File: src/rtl/fa_exerciser.sv
// Self-checking stimulus/response sweeper for a 3-input full adder.
// Optional build macro FA_EXER_STOP_ON_FAIL_EN: halt the sweep on the first mismatch.
module fa_exerciser #(
    parameter int unsigned SETTLE_CYCLES = 4
) (
    input  logic       i_clk,
    input  logic       i_rst_n,
    input  logic       i_start,
    output logic [2:0] o_stim,
    input  logic [1:0] i_resp,
    output logic       o_busy,
    output logic       o_done,
    output logic       o_pass,
    output logic [3:0] o_err_count,
    output logic [2:0] o_fail_vec,
    output logic       o_fail_seen
);

    if (SETTLE_CYCLES < 1 || SETTLE_CYCLES > 255) begin : g_bad_settle
        $error("SETTLE_CYCLES must be in 1..255");
    end

    typedef enum logic [1:0] {StIdle, StDrive, StSample, StDone} state_t;

    localparam logic [7:0] LastCnt = 8'(SETTLE_CYCLES - 1);

    state_t     r_state;
    logic [7:0] r_cnt;
    logic [2:0] r_stim;
    logic       r_busy;
    logic       r_done;
    logic       r_pass;
    logic [3:0] r_err;
    logic [2:0] r_fail_vec;
    logic       r_fail_seen;

    logic [1:0] w_exp;
    logic       w_mismatch;
    logic       w_finish;

    // Golden full-adder result: {sum, carry}
    always_comb begin
        w_exp[1] = r_stim[2] ^ r_stim[1] ^ r_stim[0];
        w_exp[0] = (r_stim[2] & r_stim[1]) | (r_stim[2] & r_stim[0]) | (r_stim[1] & r_stim[0]);
        w_mismatch = (i_resp != w_exp);
`ifdef FA_EXER_STOP_ON_FAIL_EN
        w_finish = w_mismatch || (r_stim == 3'd7);
`else
        w_finish = (r_stim == 3'd7);
`endif
    end

    always_ff @(posedge i_clk or negedge i_rst_n) begin
        if (!i_rst_n) begin
            r_state     <= StIdle;
            r_cnt       <= 8'd0;
            r_stim      <= 3'd0;
            r_busy      <= 1'b0;
            r_done      <= 1'b0;
            r_pass      <= 1'b0;
            r_err       <= 4'd0;
            r_fail_vec  <= 3'd0;
            r_fail_seen <= 1'b0;
        end else begin
            case (r_state)
                StIdle, StDone: begin
                    if (i_start) begin
                        r_state     <= StDrive;
                        r_cnt       <= 8'd0;
                        r_stim      <= 3'd0;
                        r_busy      <= 1'b1;
                        r_done      <= 1'b0;
                        r_pass      <= 1'b0;
                        r_err       <= 4'd0;
                        r_fail_vec  <= 3'd0;
                        r_fail_seen <= 1'b0;
                    end
                end
                StDrive: begin
                    if (r_cnt == LastCnt) begin
                        r_cnt   <= 8'd0;
                        r_state <= StSample;
                    end else begin
                        r_cnt <= r_cnt + 8'd1;
                    end
                end
                StSample: begin
                    if (w_mismatch) begin
                        r_err <= r_err + 4'd1;
                        if (!r_fail_seen) begin
                            r_fail_vec  <= r_stim;
                            r_fail_seen <= 1'b1;
                        end
                    end
                    if (w_finish) begin
                        r_state <= StDone;
                        r_busy  <= 1'b0;
                        r_done  <= 1'b1;
                        r_pass  <= !w_mismatch && (r_err == 4'd0);
                    end else begin
                        r_stim  <= r_stim + 3'd1;
                        r_state <= StDrive;
                    end
                end
                default: r_state <= StIdle;
            endcase
        end
    end

    assign o_stim      = r_stim;
    assign o_busy      = r_busy;
    assign o_done      = r_done;
    assign o_pass      = r_pass;
    assign o_err_count = r_err;
    assign o_fail_vec  = r_fail_vec;
    assign o_fail_seen = r_fail_seen;

endmodule

File: config.mk
export PLATFORM = sky130hd
export DESIGN_NAME = fa_exerciser
export DESIGN_NICKNAME = d
export VERILOG_FILES = /design/src/rtl/fa_exerciser.sv
export SDC_FILE = /design/constraint.sdc
export NUM_CORES = 1
export LEC_CHECK = 0
export BUFFER_PORTS_ARGS = -buffer_cell sky130_fd_sc_hd__buf_2
export CORE_ASPECT_RATIO = 0.9
export CORE_MARGIN = 3
export CORE_UTILIZATION = 43
export DETAILED_ROUTE_END_ITERATION = 6
export PLACE_DENSITY = 0.73
export SLEW_MARGIN = 5
export SYNTH_ARGS = -nofsm -noshare
export SYNTH_HDL_FRONTEND = slang
export SYNTH_SLANG_ARGS = --single-unit
File: constraint.sdc
create_clock -name i_clk -period 4.5 [get_ports i_clk]
set_input_delay 0.45 -clock i_clk [delete_from_list [all_inputs] [get_ports i_clk]]
set_output_delay 0.45 -clock i_clk [all_outputs]
set_load 0.05 [all_outputs]
# Word level (Yosys, flattened, before mapping)
# Index checks and enable logic that the tools add are counted.
# totals
out_inout_bits,14
ff_bits,24
inputBits,5
# classes
n_eq_ne,12
n_addsub,3
reduce_logical,13
bitwise_logic,7
mux,26
# ops
operator,n
2-to-1 mux 8 bit,2
one-hot mux 8 bit (2 select lines),1
2-to-1 mux 3 bit,4
!= test 2 bit (second input constant),6
one-hot mux 3 bit (2 select lines),2
AND reduction 3 bit,3
adder 8 x 1 -> 8 bit (second input constant),1
equality test 8 x 2 -> 1 bit (second input constant),1
2-to-1 mux 4 bit,2
one-hot mux 1 bit (2 select lines),4
one-hot mux 4 bit (2 select lines),1
2-to-1 mux 1 bit,6
2-to-1 mux 2 bit,3
one-hot mux 2 bit (3 select lines),1
adder 4 x 1 -> 4 bit (second input constant),1
equality test 2 bit (second input constant),2
zero test 4 bit,1
AND reduction 2 bit,2
AND reduction 4 bit,1
nonzero test 2 bit,2
adder 3 x 1 -> 3 bit (second input constant),1
AND 1 bit,3
equality test 3 bit (second input constant),1
equality test 2 x 1 -> 1 bit (second input constant),1
7 further kinds,9

# Longest topological paths before layout
# depth
ltp_word,8
mapped_depth,8

# Worst setup path after synthesis
# Ideal clock, no wire load.
# synth_path
kind,reg-to-reg
from,"reg r_stim[1], in the netlist o_stim[1]"
to,"reg r_err[3], in the netlist o_err_count[3]"
setup_slack_ns,2.145
t_arrival_ns,2.286
path_stages_with_launch,6
n_path_buf,0
setup_ns,0.069
synth_period_minus_slack_ns,2.355
cell_sequence,dfrtp_1 -> fa_1 -> xnor2_1 -> a311o_1 -> or4b_1 -> nand3_1
# synth_via
elab_chain_cells,6
# synth_lines
element,line,rtl
start: declaration,29,logic [2:0] r_stim;
start signal: assignment,101,r_stim <= r_stim + 3'd1;
AND 1 bit,44,w_exp[0] = (r_stim[2] & r_stim[1]) | (r_stim[2] & r_stim[0]) | (r_stim[1] & r_stim[0]);
OR 1 bit (2 in a row),44,
!= test 2 bit *,45,w_mismatch = (i_resp != w_exp);
!= test 2 bit (no source line) *,n/a,
AND reduction 3 bit (no source line) *,n/a,
end signal: assignment,89,r_err <= r_err + 4'd1;
end: declaration,33,logic [3:0] r_err;
# Every way passes the cells marked *; elsewhere a longest branch is shown, timed or not.
# A chain may end at the register's enable or synchronous reset.

# Worst setup path after layout
# layout_path
from,"reg r_stim[0], in the netlist o_stim[0]"
to,"reg r_err[3], in the netlist o_err_count[3]"
# Same word-level chain as after synthesis.

==> results.md <==
- DRT iter0 DRCs: 22
- Lkg Pwr: 0.0007196 uW
- Distinct cells, synth: 33
- Maximum vdd drop: 0.0002372 V
- Wire per inst: 13.30 microns
- 1st-pass router iterations: 4
- Critical path's slowest cell: or4b_1
- Setup Slack @ Placement: 2.172 ns
- CTS tree: yes
- Clock buffer depth: 2
- RSZ-0062 raised after global routing: false
- FMAX: 426.7 MHz
- Part of the power in combinational logic: 0.489
- N_diodes: 0
- Avg Inst Size Synth: 9.638 sq um
- Crit. End Element: register
- Hold_buf cts: 0
- Die Width: 64.63 microns
- Port Buffers: 18
- Number of routed nets with antenna violations: 0
- Most used DFF post-synth: dfrtp_1
- PwrDens: 540.8 nW/um^2
- Clock transition at the registers of the reported paths: 0.13 ns
- Crit path kind: reg -> reg
- I/O pins: 19
- Fin cells: 196
- Number of global-route vias before repair: 1054
- Hold/Removal Path Class: in -> async
- Sw frac: 0.4587
- Syn Nets: 152
- Cts bufs inserted: 3
- Clock share of power: 0.142
- Crit path DAT: 2.60 ns
- Share of layout cells above drive strength 1: 0.1795
- Post-route setup slack: 2.157 ns
- Slew margin rel.: 0.5343
- Status: finished clean
- Crit path required time: 4.76 ns
- Final max-slew violation count: 0
- Critical path, cell by cell: fa_1, xnor2_1, a311o_1, or4b_1, nand3_1
- HPWL reported at the end of detailed placement: 1.957 mm
- Worst-Margin Slew: 0.6985 ns
- Worst setup SP type: register
- First-pass GRT wire length: 4.636 mm
- Switch Pwr: 368.2 uW
- Worst hold slack: 0.09077 ns
- Routed vias/inst: 5.316
- Placed cells: 192
- Post-CTS Resized: 0
- Post-CTS Setup Inserts: 0
- Gate Count Post-Synth: 138
- Synth async-reset ratio: 1.000
- Final worst-path cycle share: 0.5207
- Minimum clock period: 2.343 ns
- Die Area: 3797 sq um
- Post-detailed-routing wire length: 2.607 mm
- Int Power: 434.4 uW
- Cell accounting for the most synthesized area: dfrtp_1
- Sequential share of the synthesized area: 0.4516
- CP top delay family: simple AND/OR/NAND/NOR gates
- # DRC: 0
- EDFF count, synth: 0
- Setup TNS: 0 ns
- Area of the core: 2838 sq um
- Share of the synthesized area in the top cell type: 0.4516
- Nets: 171
- Via count: 1042
- Crit-path max FO: 15
- Yosys warnings: 0
- Starting Density: 0.4687
- Seq cells post-synth: 24
- Pin count of the biggest net entering global routing: 25
- Final hold vios: 0
- Number of H-tree levels: 1
- Setup Viol. Count Final: 0
- Root Driver: clkbuf_4
- Clock skew: 0.005612 ns
- GP Congestion: 0.7704
- GRT overflow: 0
- Mapped Area: 1330 sq um
- Num rows: 18
- Crit path buf inv count: 0
- Dominant cells by area after synthesis: dfrtp_1 (45%), ha_1 (7.5%), nand2_1 (6.5%)
- Chip height: 58.76 microns
- # Max-Cap Violations: 0
- Clk_lat worst skew: 0.32 ns
- Register share of total power: 0.369
- Max incr delay on CP: 0.55 ns
- Clk sinks: 24
- Layout area overhead: 11.57%
- Gr usage total: 0.1560
- Initial antenna violation count: 0
## path summary, 6_finish.rpt
check / startpoint / endpoint / slack [ns] / cells after the start
setup / recovery: o_stim[0] / o_err_count[3] / 2.16 / 5
max in group asynchronous: i_rst_n / o_fail_vec[0] / 4.05 / 1
hold / removal: i_rst_n / r_cnt[5] / 0.09 / 1
min in group i_clk: i_resp[0] / o_pass / 0.48 / 4
setup reg to reg: o_stim[0] / o_err_count[3] / 2.16 / 5
hold reg to reg: o_fail_vec[1] / o_fail_vec[1] / 0.53 / 2
## synthesized netlist by cell type (2+ instances only)
cell      instances
xor2_1            2
nand2_1          23
or3_1             2
o31ai_1           2
a21oi_1           4
nor2_1           12
mux2i_1           2
nand4_1           3
mux2_2            2
ha_1              8
nand3_1          10
o21ai_0           9
xnor2_1           6
inv_1             6
dfrtp_1          24
clkbuf_1          3
nor3_1            3
nand2b_1          2
## power groups by stage
stage / Clock, uW / Combinational [uW] / Sequential (uW)
6_report: 114 / 393 / 296
5_1_grt: 125 / 435 / 303
4_1_cts: 118 / 395 / 296
3_5_place_dp: 0 / 392 / 300
3_3_place_gp: 0 / 379 / 295
2_1_floorplan: 0 / 273 / 348
## per-stage QoR
step | cell area [sq um] | total power [uW] | util
2_1_floorplan | 1330 | 621.0 | -
6_report | 1484 | 802.6 | 0.5229
3_3_place_gp | 1448 | 673.6 | 0.5101
4_1_cts | 1484 | 808.6 | 0.5229
3_5_place_dp | 1448 | 692.0 | 0.5101
5_1_grt | 1484 | 863.3 | 0.5229
## cell type report
class / instances / area [sq um]
inverter: 6 / 22.52
sequential: 24 / 600.6
multi-input combinational: 104 / 684.4
clock buffer: 4 / 36.28
fill: 281 / 1354
tap: 40 / 50.05
timing repair buffer: 18 / 90.09
## kinds of logic (layout without fill, tap and decap cells)
logic type / after synthesis / in the layout / share of synthesized area
buf+inv: 10 / 28 / 0.03386
xor+xnor: 8 / 8 / 0.05268
mux: 4 / 4 / 0.03198
flops: 24 / 24 / 0.4516
compound gates: 22 / 22 / 0.1167
simple gates: 61 / 61 / 0.2230
fa+ha+maj: 9 / 9 / 0.09031
## per-layer routing
metal / up-vias / wire length, microns / global-route usage
met5: - / 0 / 0
met4: 0 / 41 / 0.06325
met3: 5 / 105 / 0.01908
met2: 20 / 1302 / 0.2868
met1: 501 / 1157 / 0.1861
li1: 516 / - / -
## cell usage in the layout (no fill, tap or decap)
| cell | n |
|---|---|
| a211o_1 | 1 |
| a21oi_1 | 4 |
| a311o_1 | 1 |
| a31o_2 | 1 |
| a32o_1 | 1 |
| and3_1 | 1 |
| buf_2 | 18 |
| clkbuf_4 | 3 |
| clkbuf_8 | 1 |
| dfrtp_1 | 24 |
| fa_1 | 1 |
| ha_1 | 8 |
| inv_1 | 6 |
| mux2_2 | 2 |
| mux2i_1 | 2 |
| nand2_1 | 23 |
| nand2b_1 | 2 |
| nand3_1 | 10 |
| nand3b_1 | 1 |
| nand4_1 | 3 |
| nor2_1 | 12 |
| nor2_4 | 1 |
| nor2b_4 | 1 |
| nor3_1 | 3 |
| o211ai_1 | 1 |
| o21ai_0 | 9 |
| o31ai_1 | 2 |
| o41a_4 | 1 |
| o41ai_1 | 1 |
| or3_1 | 2 |
| or4_1 | 1 |
| or4b_1 | 1 |
| xnor2_1 | 6 |
| xor2_1 | 2 |
## worst register-to-register path: stages (launching register included)
cell	delay, ns
dfrtp_1	0.47
fa_1	0.52
xnor2_1	0.16
a311o_1	0.49
or4b_1	0.56
nand3_1	0.09
## flip-flops by register name, summed over array words and instances, names as in the netlist
name / count
o_fail_seen: 1
r_state: 2
o_fail_vec: 3
o_busy: 1
o_err_count: 4
o_done: 1
o_pass: 1
o_stim: 3
r_cnt: 8
Note: power is estimated with default switching activity, not from simulation.
